## src/rtl/cache_mem_arbiter.sv

```systemverilog
// Round-robin arbiter sharing one cacheline-adaptor port between I-cache and D-cache miss traffic.
// A grant is held until the adaptor's mem_resp pulse, then one IDLE cycle separates grants.
module cache_mem_arbiter #(
  parameter int unsigned LINE_WIDTH = 256,
  parameter int unsigned ADDR_WIDTH = 32
) (
  input  logic                  clk,
  input  logic                  rst,
  input  logic                  i_read,
  input  logic [ADDR_WIDTH-1:0] i_address,
  output logic [LINE_WIDTH-1:0] i_rdata,
  output logic                  i_resp,
  input  logic                  d_read,
  input  logic                  d_write,
  input  logic [ADDR_WIDTH-1:0] d_address,
  input  logic [LINE_WIDTH-1:0] d_wdata,
  output logic [LINE_WIDTH-1:0] d_rdata,
  output logic                  d_resp,
  output logic                  mem_read,
  output logic                  mem_write,
  output logic [ADDR_WIDTH-1:0] mem_address,
  output logic [LINE_WIDTH-1:0] mem_wdata,
  input  logic [LINE_WIDTH-1:0] mem_rdata,
  input  logic                  mem_resp
);

  typedef enum logic [1:0] {
    IDLE    = 2'd0,
    SERVE_I = 2'd1,
    SERVE_D = 2'd2
  } state_e;

  state_e state_q, state_d;
  logic   last_grant_q, last_grant_d;  // 0 = I served last, 1 = D served last
  logic   i_req, d_req;

  assign i_req = i_read;
  assign d_req = d_read | d_write;

  always_comb begin
    state_d      = state_q;
    last_grant_d = last_grant_q;
    case (state_q)
      IDLE: begin
        if (i_req && d_req) begin
          state_d = last_grant_q ? SERVE_I : SERVE_D;
        end else if (i_req) begin
          state_d = SERVE_I;
        end else if (d_req) begin
          state_d = SERVE_D;
        end
      end
      SERVE_I: begin
        if (mem_resp) begin
          state_d      = IDLE;
          last_grant_d = 1'b0;
        end
      end
      SERVE_D: begin
        if (mem_resp) begin
          state_d      = IDLE;
          last_grant_d = 1'b1;
        end
      end
      default: state_d = IDLE;
    endcase
  end

  always_ff @(posedge clk or negedge rst) begin
    if (!rst) begin
      state_q      <= IDLE;
      last_grant_q <= 1'b0;
    end else begin
      state_q      <= state_d;
      last_grant_q <= last_grant_d;
    end
  end

  // Outputs depend only on the registered state plus the granted side's inputs,
  // so an asynchronous reset (state -> IDLE) zeroes them immediately.
  always_comb begin
    mem_read    = 1'b0;
    mem_write   = 1'b0;
    mem_address = '0;
    mem_wdata   = '0;
    i_rdata     = '0;
    d_rdata     = '0;
    i_resp      = 1'b0;
    d_resp      = 1'b0;
    case (state_q)
      SERVE_I: begin
        mem_read    = 1'b1;
        mem_address = i_address;
        i_rdata     = mem_rdata;
        i_resp      = mem_resp;
      end
      SERVE_D: begin
        mem_read    = d_read & ~d_write;
        mem_write   = d_write;
        mem_address = d_address;
        mem_wdata   = d_wdata;
        d_rdata     = mem_rdata;
        d_resp      = mem_resp;
      end
      default: ;
    endcase
  end

`ifndef SYNTHESIS
  // A granted requester must keep its request up until its resp.
  a_i_hold: assert property (@(posedge clk) disable iff (!rst)
                             (state_q == SERVE_I) |-> i_req);
  a_d_hold: assert property (@(posedge clk) disable iff (!rst)
                             (state_q == SERVE_D) |-> d_req);
  a_rw_excl: assert property (@(posedge clk) disable iff (!rst)
                              !(mem_read && mem_write));
`endif

endmodule

```

## config.mk

```make
export PLATFORM = sky130hd
export DESIGN_NAME = cache_mem_arbiter
export DESIGN_NICKNAME = d
export VERILOG_FILES = /design/src/rtl/cache_mem_arbiter.sv
export SDC_FILE = /design/constraint.sdc
export NUM_CORES = 1
export LEC_CHECK = 0
export BUFFER_PORTS_ARGS = -buffer_cell sky130_fd_sc_hd__buf_2
export CORE_AREA = 3 3 540 542
export CTS_CLUSTER_DIAMETER = 120
export DETAILED_ROUTE_END_ITERATION = 10
export DIE_AREA = 0 0 543 545
export SYNTH_ARGS = -nofsm -noshare
export SYNTH_HDL_FRONTEND = slang
export SYNTH_SLANG_ARGS = --single-unit
```

## constraint.sdc

```tcl
create_clock -name clk -period 1.75 [get_ports clk]
set_input_delay 0 -clock clk [delete_from_list [all_inputs] [get_ports clk]]
set_output_delay 0 -clock clk [all_outputs]
set_load 0.01 [all_outputs]
```

==> run metrics <==
WHS Path Cells 3; H-tree Lvls 1; syn nets 1541; status finished with violations; Final Max Slew Viols 0; Routability Congestion around 0.85; Sink Count 3; routed wire length per instance around 40 µm; Mapped Cells 955; vias in the first global route approximately 13000; initial antenna violation count 331; crit share post-route 106.9%; Initial Util 2.208%; worst clock skew 0.0005004 ns; CP cell instances buf_6 -> ha_4 -> buf_12 -> buf_16 -> clkbuf_16 -> and2_1 -> buf_4; count of boundary I/O pins 1386; via count around 14000; R2R Path Start state_q[0]; R2R setup slack around 0.12 ns; Finish-stage setup viols 479; number of I/O port buffers 1385; DRT antenna net count 0; DRT Wirelength 248600 µm; DPL Wire Length 233400 µm; CP Capture Type output pin; hold endpoint last_grant_q; drt first pass iters 4; Max VDD drop 0.0006122 V; largest net degree at the start of global routing 45; Final #Nets about 2900; Crit Path Class flop to output pin; top cell family by delay on the critical path buffers and inverters; compound-gate portion of the synthesized area 4.634%; Max Cap Viol 0; clock slew at the register clock pins of the worst setup and hold paths 0.03 ns; post-route cell area ~0.023 mm²; failing checks negative setup slack; first-pass GRT wire length 275200 µm; crit path DAT 1.87 ns; Clk Latency, worst-skew pair 0.23 ns; clock period minus final worst setup slack 1.871 ns; worst slew pin tran 0.3317 ns; clock root buffer master clkbuf_16; Synth area leader and2_1; filler instances 33820; Hold Crit Start mem_resp; synth warn 0; largest family of logic cells by synthesized area simple AND/OR/NAND/NOR gates; most frequent cells in the layout buf_2 (1002), and2_1 (627), buf_12 (172), and2_4 (144), buf_4 (124); Mapped Area 0.006345 mm²; leading post-synthesis cells by cell area and2_1 (76%), buf_6 (11%), a22oi_1 (3.8%); slowest cell on the critical path dfrtp_1; multi-input logic area around 0.0058 mm²; #FFs+latches synth 3; Netlist cell types 21; adder-cell share of the synthesized area 0.7888%; Fin. Hold Viols 0; peak fanout along the critical path 13; chip width 543 µm; routed vias/inst 2.280; CP bufs+invs 5; initial drt markers 664; cell row count 197; part of the Yosys area used for sequential elements 1.183%; final core utilization approximately 8%; final worst slack -0.1208 ns; commonest non-fill, non-tap cell in the layout buf_2; drt drc 0; slowest cell delay on critical path 0.40 ns; Max Buffers Root-to-Sink 2; pre-CTS setup slack -0.03000 ns; Die Y 545 µm; nature of the critical path startpoint flop; Synth Area per Inst 6.644 µm²; RSZ-0062 raised after global routing true; Reg2Reg Depth 6; Simple-Gate Fraction of Synth Area approximately four fifths; CTS buffer count 3; Max Fclk 0.5345 GHz; P_leak 0.01066 µW; multiplexer share of the synthesized area 0%; Sequential Area 75.07 µm²; layout cells sized above 1 70.36%; Core ar. ~0.29 mm²; CTS tree built; PwrDens 1398 mW/mm²; max_slew headroom 78.04%; Post-DP Area 0.02018 mm²; r2r endpoint state_q[1]; gr usage total between 10% and 20%; top cell type's share of synthesized area 76.02%; Area Overhead vs Synth 262.0%; CP required 1.75 ns; min-delay worst type input port to flop; GRT overflow 0; Post-Synth XOR/XNOR Area 0%; die area 0.2959 mm²
cells by family (layout without fill, tap and decap cells):
| family | Yosys count | in the layout |
|---|---|---|
| flip-flops | 3 | 3 |
| other | 0 | 64 |
| AND/OR/NAND/NOR | 808 | 808 |
| AO/OA/AOI/OAI | 40 | 40 |
| adder cells (fa/ha/maj) | 4 | 4 |
| buffers and inverters | 100 | 1500 |
worst min-delay path: stages:
cell and delay (ns):
buf_2 0.13, nand2_1 0.07, o21ai_1 0.07
power by group:
group / total [µW] / switching [µW] / internal, µW
combinational: 31600 / 18600 / 13100
sequential: 130 / 29.6 / 100
clock: 370 / 68.9 / 301
total: 32100 / 18700 / 13500
per-layer routing:
layer | vias to the layer above | GRT usage (%) | share of wire (%) | wire [µm]
li1 | 5772 | - | - | -
met1 | 6200 | 17.75 | 39 | 96950
met2 | 1345 | 24.23 | 43 | 106900
met3 | 552 | 11.74 | 16 | 39440
met4 | 266 | 1.025 | 1.4 | 3592
met5 | - | 0 | 0.71 | 1763
repair_timing:
| item | CTS | global route |
|---|---|---|
| hold endpoints to repair | 3 | 0 |
| setup endpoints to repair | 688 | 734 |
| hold buffers | 1 | 0 |
| gates cloned | 2 | 21 |
| pin swaps | 2 | 12 |
| gates resized for setup | 140 | 471 |
| buffers inserted | 4 | 26 |
metrics by stage:
| stage | hold slack [ns] | instances | TNS, ns | power [µW] |
|---|---|---|---|---|
| after floorplan | -0.2956 | 955 | 0 | 8489 |
| after global placement | -0.1945 | 6082 | 0 | 28260 |
| after detailed placement | -0.1822 | 6082 | -0.08929 | 28260 |
| after CTS | 0.09174 | 6093 | -38.80 | 29640 |
| after global routing | 0.08677 | 6152 | -65.39 | 34220 |
| final | 0.09027 | 6200 | -20.54 | 32110 |
cells in the mapped netlist (all sizes together):
library cell	n
a21boi	1
a21oi	1
a22oi	32
a32o	1
and2	771
buf	77
clkbuf	19
dfrtp	3
ha	4
inv	4
nand2	2
nand2b	1
nor2	2
nor2b	32
o2111ai	1
o21a	1
o21ai	3
registers in the layout, summed over array words and instances (netlist names):
| signal | flops |
|---|---|
| state_q | 2 |
| last_grant_q | 1 |
area by class of cell:
cell class | count | share of cell area [%]
clock buffer | 4 | 0.3432
timing repair buffer | 1492 | 52.53
tap | 3781 | 20.60
antenna | 64 | 0.6973
inverter | 4 | 0.06537
multi-input combinational | 852 | 25.45
sequential | 3 | 0.3269
worst max-delay path by stage:
stage	start	end	slack, ns	cells past startpoint
6_report	state_q[0]	i_rdata[92]	-0.12	7
5_1_grt	state_q[0]	d_rdata[142]	-0.17	7
4_1_cts	state_q[0]	mem_wdata[155]	-0.17	7
3_5_place_dp	state_q[0]	mem_wdata[155]	-0.03	7
3_3_place_gp	state_q[0]	d_rdata[231]	0.07	6
2_1_floorplan	state_q[1]	state_q[1]	0.49	5
No activity file was read; power rests on OpenSTA's default activity.
